===== src/rtl/dm_abstract_ctl_if.sv =====
// dm_abstract_ctl_if -- debug-module abstract-command bus.
// Bundles the DM register-side strobes, the hart debug status inputs and
// the hart control/abstractcs outputs of dm_abstract_ctl.
//   master : debugger/DM register side (drives requests and hart status)
//   slave  : dm_abstract_ctl
interface dm_abstract_ctl_if;
  logic        dmactive;
  logic        haltreq;
  logic        resumereq_wr;
  logic        command_wr;
  logic [31:0] command_data;
  logic        cmderr_wr;
  logic [2:0]  cmderr_w1c;
  logic        hart_halted;
  logic        hart_done;
  logic        hart_exception;
  logic        hart_bus;
  logic        hart_haltresume;
  logic        halt_req;
  logic        resume_req;
  logic        exec;
  logic [31:0] command;
  logic        busy;
  logic [2:0]  cmderr;
  logic        resumeack;

  modport master (
    output dmactive, haltreq, resumereq_wr, command_wr, command_data,
           cmderr_wr, cmderr_w1c, hart_halted, hart_done, hart_exception,
           hart_bus, hart_haltresume,
    input  halt_req, resume_req, exec, command, busy, cmderr, resumeack
  );

  modport slave (
    input  dmactive, haltreq, resumereq_wr, command_wr, command_data,
           cmderr_wr, cmderr_w1c, hart_halted, hart_done, hart_exception,
           hart_bus, hart_haltresume,
    output halt_req, resume_req, exec, command, busy, cmderr, resumeack
  );
endinterface


===== src/rtl/dm_abstract_ctl.sv =====
// dm_abstract_ctl -- RISC-V debug module abstract command / resume control.
// Latches abstract commands, runs them on the hart (IDLE/EXEC/RESUME FSM),
// tracks sticky abstractcs.cmderr and dmstatus.allresumeack.
// Ports:
//   clk   : rising-edge clock
//   rst_n : asynchronous active-low reset
//   dm    : dm_abstract_ctl_if.slave (request strobes, hart status in;
//           halt_req/resume_req/exec/command/busy/cmderr/resumeack out)
// Optional feature: define DM_ABSTRACT_TIMEOUT_EN to abort an EXEC that
// sees no hart_done with cmderr=7 (exec held for 255 cycles).
module dm_abstract_ctl (
  input  logic              clk,
  input  logic              rst_n,
  dm_abstract_ctl_if.slave  dm
);

  typedef enum logic [1:0] {IDLE, EXEC, RESUME} state_e;

  state_e      state_q, state_d;
  logic [31:0] command_q, command_d;
  logic [2:0]  cmderr_q, cmderr_d;
  logic        resumeack_q, resumeack_d;
  logic [7:0]  cmdtype;
  logic        err_set;
  logic [2:0]  err_code;
`ifdef DM_ABSTRACT_TIMEOUT_EN
  logic [7:0]  cnt_q, cnt_d;
`endif

  always_ff @(posedge clk or negedge rst_n) begin
    if (!rst_n) begin
      state_q     <= IDLE;
      command_q   <= '0;
      cmderr_q    <= '0;
      resumeack_q <= 1'b0;
`ifdef DM_ABSTRACT_TIMEOUT_EN
      cnt_q       <= '0;
`endif
    end else begin
      state_q     <= state_d;
      command_q   <= command_d;
      cmderr_q    <= cmderr_d;
      resumeack_q <= resumeack_d;
`ifdef DM_ABSTRACT_TIMEOUT_EN
      cnt_q       <= cnt_d;
`endif
    end
  end

  always_comb begin
    state_d     = state_q;
    command_d   = command_q;
    resumeack_d = resumeack_q;
    err_set     = 1'b0;
    err_code    = '0;
    cmdtype     = dm.command_data[31:24];
`ifdef DM_ABSTRACT_TIMEOUT_EN
    cnt_d       = cnt_q;
`endif
    unique case (state_q)
      IDLE: begin
        if (dm.command_wr && cmderr_q == '0) begin
          command_d = dm.command_data;
          if ((cmdtype == 8'd0 || cmdtype == 8'd2) && !dm.hart_halted) begin
            err_set  = 1'b1;
            err_code = 3'd4;
          end else if (cmdtype > 8'd2) begin
            err_set  = 1'b1;
            err_code = 3'd2;
          end else begin
            state_d = EXEC;
`ifdef DM_ABSTRACT_TIMEOUT_EN
            cnt_d   = '0;
`endif
          end
        end else if (dm.resumereq_wr && dm.hart_halted && !dm.haltreq) begin
          resumeack_d = 1'b0;
          state_d     = RESUME;
        end
      end
      EXEC: begin
        // A write while busy is reported ahead of the hart's completion status.
        if (dm.command_wr) begin
          err_set  = 1'b1;
          err_code = 3'd1;
        end
`ifdef DM_ABSTRACT_TIMEOUT_EN
        cnt_d = cnt_q + 8'd1;
`endif
        if (dm.hart_done) begin
          state_d = IDLE;
          if (!err_set) begin
            if (dm.hart_exception) begin
              err_set = 1'b1; err_code = 3'd3;
            end else if (dm.hart_bus) begin
              err_set = 1'b1; err_code = 3'd5;
            end else if (dm.hart_haltresume) begin
              err_set = 1'b1; err_code = 3'd4;
            end
          end
        end
`ifdef DM_ABSTRACT_TIMEOUT_EN
        else if (cnt_d == 8'hFF) begin
          state_d = IDLE;
          if (!err_set) begin
            err_set = 1'b1; err_code = 3'd7;
          end
        end
`endif
      end
      RESUME: begin
        if (dm.command_wr) begin
          err_set  = 1'b1;
          err_code = 3'd1;
        end
        if (!dm.hart_halted) begin
          resumeack_d = 1'b1;
          state_d     = IDLE;
        end
      end
      default: state_d = IDLE;
    endcase

    // Clear first, then a new error (only possible when cmderr is 0) overrides.
    cmderr_d = cmderr_q;
    if (dm.cmderr_wr && state_q != EXEC)
      cmderr_d = cmderr_q & ~dm.cmderr_w1c;
    if (err_set && cmderr_q == '0)
      cmderr_d = err_code;

    if (!dm.dmactive) begin
      state_d     = IDLE;
      command_d   = '0;
      cmderr_d    = '0;
      resumeack_d = 1'b0;
`ifdef DM_ABSTRACT_TIMEOUT_EN
      cnt_d       = '0;
`endif
    end
  end

  always_comb begin
    dm.exec       = (state_q == EXEC);
    dm.busy       = (state_q == EXEC);
    dm.resume_req = (state_q == RESUME);
    dm.halt_req   = dm.haltreq && dm.dmactive;
    dm.command    = command_q;
    dm.cmderr     = cmderr_q;
    dm.resumeack  = resumeack_q;
  end

endmodule


===== src/flat_wrapper.sv =====
// flat-port wrapper written by rule: the top's interface ports become plain ports
module dm_abstract_ctl_flat 
  (clk, rst_n, dm_dmactive, dm_haltreq, dm_resumereq_wr, dm_command_wr, dm_command_data, dm_cmderr_wr, dm_cmderr_w1c, dm_hart_halted, dm_hart_done, dm_hart_exception, dm_hart_bus, dm_hart_haltresume, dm_halt_req, dm_resume_req, dm_exec, dm_command, dm_busy, dm_cmderr, dm_resumeack);
  dm_abstract_ctl_if dm_i ();
  input  logic clk;
  input  logic rst_n;
  input wire logic [$bits(dm_i.dmactive)-1:0] dm_dmactive;
  input wire logic [$bits(dm_i.haltreq)-1:0] dm_haltreq;
  input wire logic [$bits(dm_i.resumereq_wr)-1:0] dm_resumereq_wr;
  input wire logic [$bits(dm_i.command_wr)-1:0] dm_command_wr;
  input wire logic [$bits(dm_i.command_data)-1:0] dm_command_data;
  input wire logic [$bits(dm_i.cmderr_wr)-1:0] dm_cmderr_wr;
  input wire logic [$bits(dm_i.cmderr_w1c)-1:0] dm_cmderr_w1c;
  input wire logic [$bits(dm_i.hart_halted)-1:0] dm_hart_halted;
  input wire logic [$bits(dm_i.hart_done)-1:0] dm_hart_done;
  input wire logic [$bits(dm_i.hart_exception)-1:0] dm_hart_exception;
  input wire logic [$bits(dm_i.hart_bus)-1:0] dm_hart_bus;
  input wire logic [$bits(dm_i.hart_haltresume)-1:0] dm_hart_haltresume;
  output wire logic [$bits(dm_i.halt_req)-1:0] dm_halt_req;
  output wire logic [$bits(dm_i.resume_req)-1:0] dm_resume_req;
  output wire logic [$bits(dm_i.exec)-1:0] dm_exec;
  output wire logic [$bits(dm_i.command)-1:0] dm_command;
  output wire logic [$bits(dm_i.busy)-1:0] dm_busy;
  output wire logic [$bits(dm_i.cmderr)-1:0] dm_cmderr;
  output wire logic [$bits(dm_i.resumeack)-1:0] dm_resumeack;
  assign dm_i.dmactive = dm_dmactive;
  assign dm_i.haltreq = dm_haltreq;
  assign dm_i.resumereq_wr = dm_resumereq_wr;
  assign dm_i.command_wr = dm_command_wr;
  assign dm_i.command_data = dm_command_data;
  assign dm_i.cmderr_wr = dm_cmderr_wr;
  assign dm_i.cmderr_w1c = dm_cmderr_w1c;
  assign dm_i.hart_halted = dm_hart_halted;
  assign dm_i.hart_done = dm_hart_done;
  assign dm_i.hart_exception = dm_hart_exception;
  assign dm_i.hart_bus = dm_hart_bus;
  assign dm_i.hart_haltresume = dm_hart_haltresume;
  assign dm_halt_req = dm_i.halt_req;
  assign dm_resume_req = dm_i.resume_req;
  assign dm_exec = dm_i.exec;
  assign dm_command = dm_i.command;
  assign dm_busy = dm_i.busy;
  assign dm_cmderr = dm_i.cmderr;
  assign dm_resumeack = dm_i.resumeack;
  dm_abstract_ctl u_core (.clk(clk), .rst_n(rst_n), .dm(dm_i));
endmodule

===== config.mk =====
export PLATFORM = sky130hd
export DESIGN_NAME = dm_abstract_ctl_flat
export DESIGN_NICKNAME = d
export VERILOG_FILES = /design/src/rtl/dm_abstract_ctl_if.sv /design/src/rtl/dm_abstract_ctl.sv /design/src/flat_wrapper.sv
export SDC_FILE = /design/constraint.sdc
export NUM_CORES = 1
export LEC_CHECK = 0
export ABC_AREA = 1
export CORE_UTILIZATION = 41
export CTS_CLUSTER_SIZE = 12
export DETAILED_ROUTE_END_ITERATION = 7
export GPL_TIMING_DRIVEN = 0
export PLACE_DENSITY = 0.81
export SYNTH_ARGS = -nofsm -noshare
export SYNTH_HDL_FRONTEND = slang
export SYNTH_SLANG_ARGS = --single-unit

===== constraint.sdc =====
create_clock -name clk -period 1.7 [get_ports clk]
set_clock_uncertainty 0.2 [all_clocks]
set_input_delay 0.34 -clock clk [delete_from_list [all_inputs] [get_ports clk]]
set_output_delay 0.34 -clock clk [all_outputs]
set_load 0.02 [all_outputs]

==> run summary <==
## Run status
• completed — run status

## Cells and area
• 56.76% — signed area change from the synthesized netlist to the final layout
• 381 — number of nets in the layout
• 2958 sq um — Final Instance Area
• 0.6747 — final core occ
• 0 — antenna diode instance count
• 0.1742 — fraction of layout cells with a size suffix above 1

## Die
• 0.4304 — starting density of the core
• 87 — Top-Level Pins
• 69.84 um — Horiz. Die Dim
• 4877 sq um — die area
• 24 — number of cell rows
• 69.84 um — die boundary height
• 4384 sq um — Floorplan Core Area

## Placement
• 3450 um — HPWL Detailed
• 85 — Port Buf Inserts
• -432.1 ps — pre-CTS setup slack
• 2798 sq um — placed standard-cell area
• 0.8204 — routability cong.

## Yosys
• 38 — number of synthesized register bits
• 236 — synthesized instance count
• 0.5040 — share of the synthesized area in the top cell type
• 0 — count of flip-flops with a built-in enable after synthesis
• nand2_1 (60), inv_1 (41), dfrtp_1 (38), o21ai_1 (32), nor2_1 (13) — Commonest cells post-synth
• 0 — YS warnings
• dfrtp_1 — most instantiated flip-flop cell in the synthesis netlist
• 283 — number of nets produced by synthesis
• nand2_1 — most common cell in the synthesized netlist
• 1887 sq um — mapped cell area
• 26 — count of different cell masters after synthesis
• dfrtp_1 (50%), nand2_1 (12%), o21ai_1 (8.5%) — top cells by area in the synthesized netlist
• dfrtp_1 — Synth area leader
• 0.5040 — part of the Yosys area used for sequential elements
• 7.995 sq um — average size of a mapped cell
• 1.000 — async set or reset register ratio after synthesis

## CTS
• 2 — number of buffers on the longest clock path
• 280 ps — clock latency reported for the late side of the worst-skew pair
• clkbuf_8 — master cell of the clock root buffer
• 70 ps — clock slew at the register clock pins of the worst setup and hold paths
• 2 — CTS H-Tree Depth
• 38 — clock tree sinks
• 5 — Num CTS Buffers
• built — clock tree from TritonCTS

## Route
• 0 — Remaining DRCs
• 0 — number of antenna-violating nets in the routed design
• 4.649 — routed via count divided by cell count
• 4618 um — total detailed-routing wirelength
• 1,790 — number of vias after detailed routing
• 4 — DRT Pass-1 Iters
• 88 — DR iter-0 viols
• 11.99 um — WL per Instance

## Critical path
• 1140 ps — data arrival time at the worst-slack endpoint
• buf_4 — most used cell, CP
• reg2out — critical path type
• dfrtp_1 — slowest CP cell
• output port — type of element capturing the critical path
• 1160 ps — CP required
• 3 — CP Max Fanout
• inv_2 > buf_4 > nor2_2 > buf_4 — sequence of cells on the critical path
• flop — type of origin of the critical path
• 340 ps — largest incremental delay on the critical path

## Global route
• 1,810 — number of global-route vias before repair
• 39 — pin count of the biggest net entering global routing
• 0 — initial antenna violation count
• 0 — sum of overflow across all layers after global routing
• 0.2039 — GRT Total Usage
• 7990 um — wire length of the first global-routing pass

## Timing
• 842.8 ps — transition time at the pin with the least slew margin
• 0 — Setup violations, final
• 0.9912 — final worst path period share
• 0 ps — setup_tns
• 1685 ps — final period demand of the worst path
• 0 — count of final hold-check violations
• 0 — fin. max-slew vios
• 0.4381 — worst slew margin relative to its limit
• 15.02 ps — Worst Slack Setup Final
• 593.5 MHz — maximum frequency from static timing analysis

## Job
• 0 — total of max-cap violations

## Worst hold path
• in2reg — worst hold path class

## Power and ir drop
• 0.7437 mV — worst voltage drop across the vdd grid
• 4117 uW — Pwr Total
• 0.001534 uW — Pleak
• 1392 nW/um^2 — P per Cell Area

==> cell usage in the layout, fill, tap and decap left out, drive strengths merged <==
cell type      netlist  layout
o2111ai              1       1
a21oi                2       2
nor3                 3       3
nand3b               1       1
dlygate4sd3          0       1
o21bai               1       1
clkdlybuf4s50        0      36
clkbuf               0       9
buf                  8      15
nor2                18      18
nor3b                1       1
nand2               67      67
dfrtp               38      38
inv                 48      48
o22ai                1       1
dlymetal6s2s         0       6
or2                  1       1
o21ai               35      35
dlygate4sd2          0      38
nand3               11      11
==> cell families after synthesis <==
| family | share of synthesized area |
|---|---|
| AND/OR/NAND/NOR | 0.2613 |
| buffers and inverters | 0.1227 |
| AO/OA/AOI/OAI | 0.1121 |
| flip-flops | 0.5040 |
==> metal layers <==
layer,vias to the layer above,part of all wire,GRT usage
met3,5,0.058,0.04942
met5,-,0,0
met1,816,0.43,0.2540
li1,916,-,-
met4,0,0.0093,0.04667
met2,53,0.50,0.3558
==> report_power, final <==
part | switching, uW | internal [uW] | leakage (uW)
Combinational | 1330 | 851 | 0.000980
Clock | 286 | 313 | 0.0000431
Sequential | 157 | 1180 | 0.000510
==> stage by stage <==
stage / instances / hold WS, ps
final: 385 / 124.0
after global routing: 385 / 127.4
after CTS: 380 / 131.6
after detailed placement: 373 / 288.0
after global placement: 373 / 285.2
after floorplan: 236 / -155.6
==> state kept, by name, summed over array words and instances (netlist names) <==
register             cells
u_core.dm.resumeack      1
u_core.dm.cmderr         3
u_core.dm.command       32
u_core.state_q           2
==> worst paths after layout <==
check / startpoint / to / slack (ps) / cells past startpoint
max in group asynchronous: rst_n / u_core.dm.cmderr[1] / 220 / 2
max: u_core.state_q[1] / dm_resume_req / 20 / 4
min reg2reg: u_core.dm.resumeack / u_core.dm.resumeack / 300 / 2
min: dm_command_data[30] / u_core.dm.command[30] / 120 / 3
min in group asynchronous: rst_n / u_core.dm.command[1] / 500 / 2
max reg2reg: u_core.state_q[1] / u_core.dm.cmderr[1] / 90 / 7
==> layout make-up <==
class                      count  area, sq um
buffer                         8        75.07
sequential                    38        953.4
tap                           52        65.06
clock buffer                   6        82.58
multi-input combinational    142        749.5
timing repair buffer          91        849.6
fill                         400         1426
inverter                      48        182.7
==> worst max-delay path: cells and delay by family, from the launching register on <==
family                 cells  cell delay (ps)
AND/OR/NAND/NOR            1              150
flip-flops                 1              340
buffers and inverters      3              370
==> repair_timing <==
item	4_1_cts	5_1_grt
setup buffers	0	5
hold buffers	1	0
endpoints found under the setup margin	73	38
pin swaps	0	10
hold endpoints to repair	38	0
resized for setup	56	31
(Power assumes the default switching activity.)
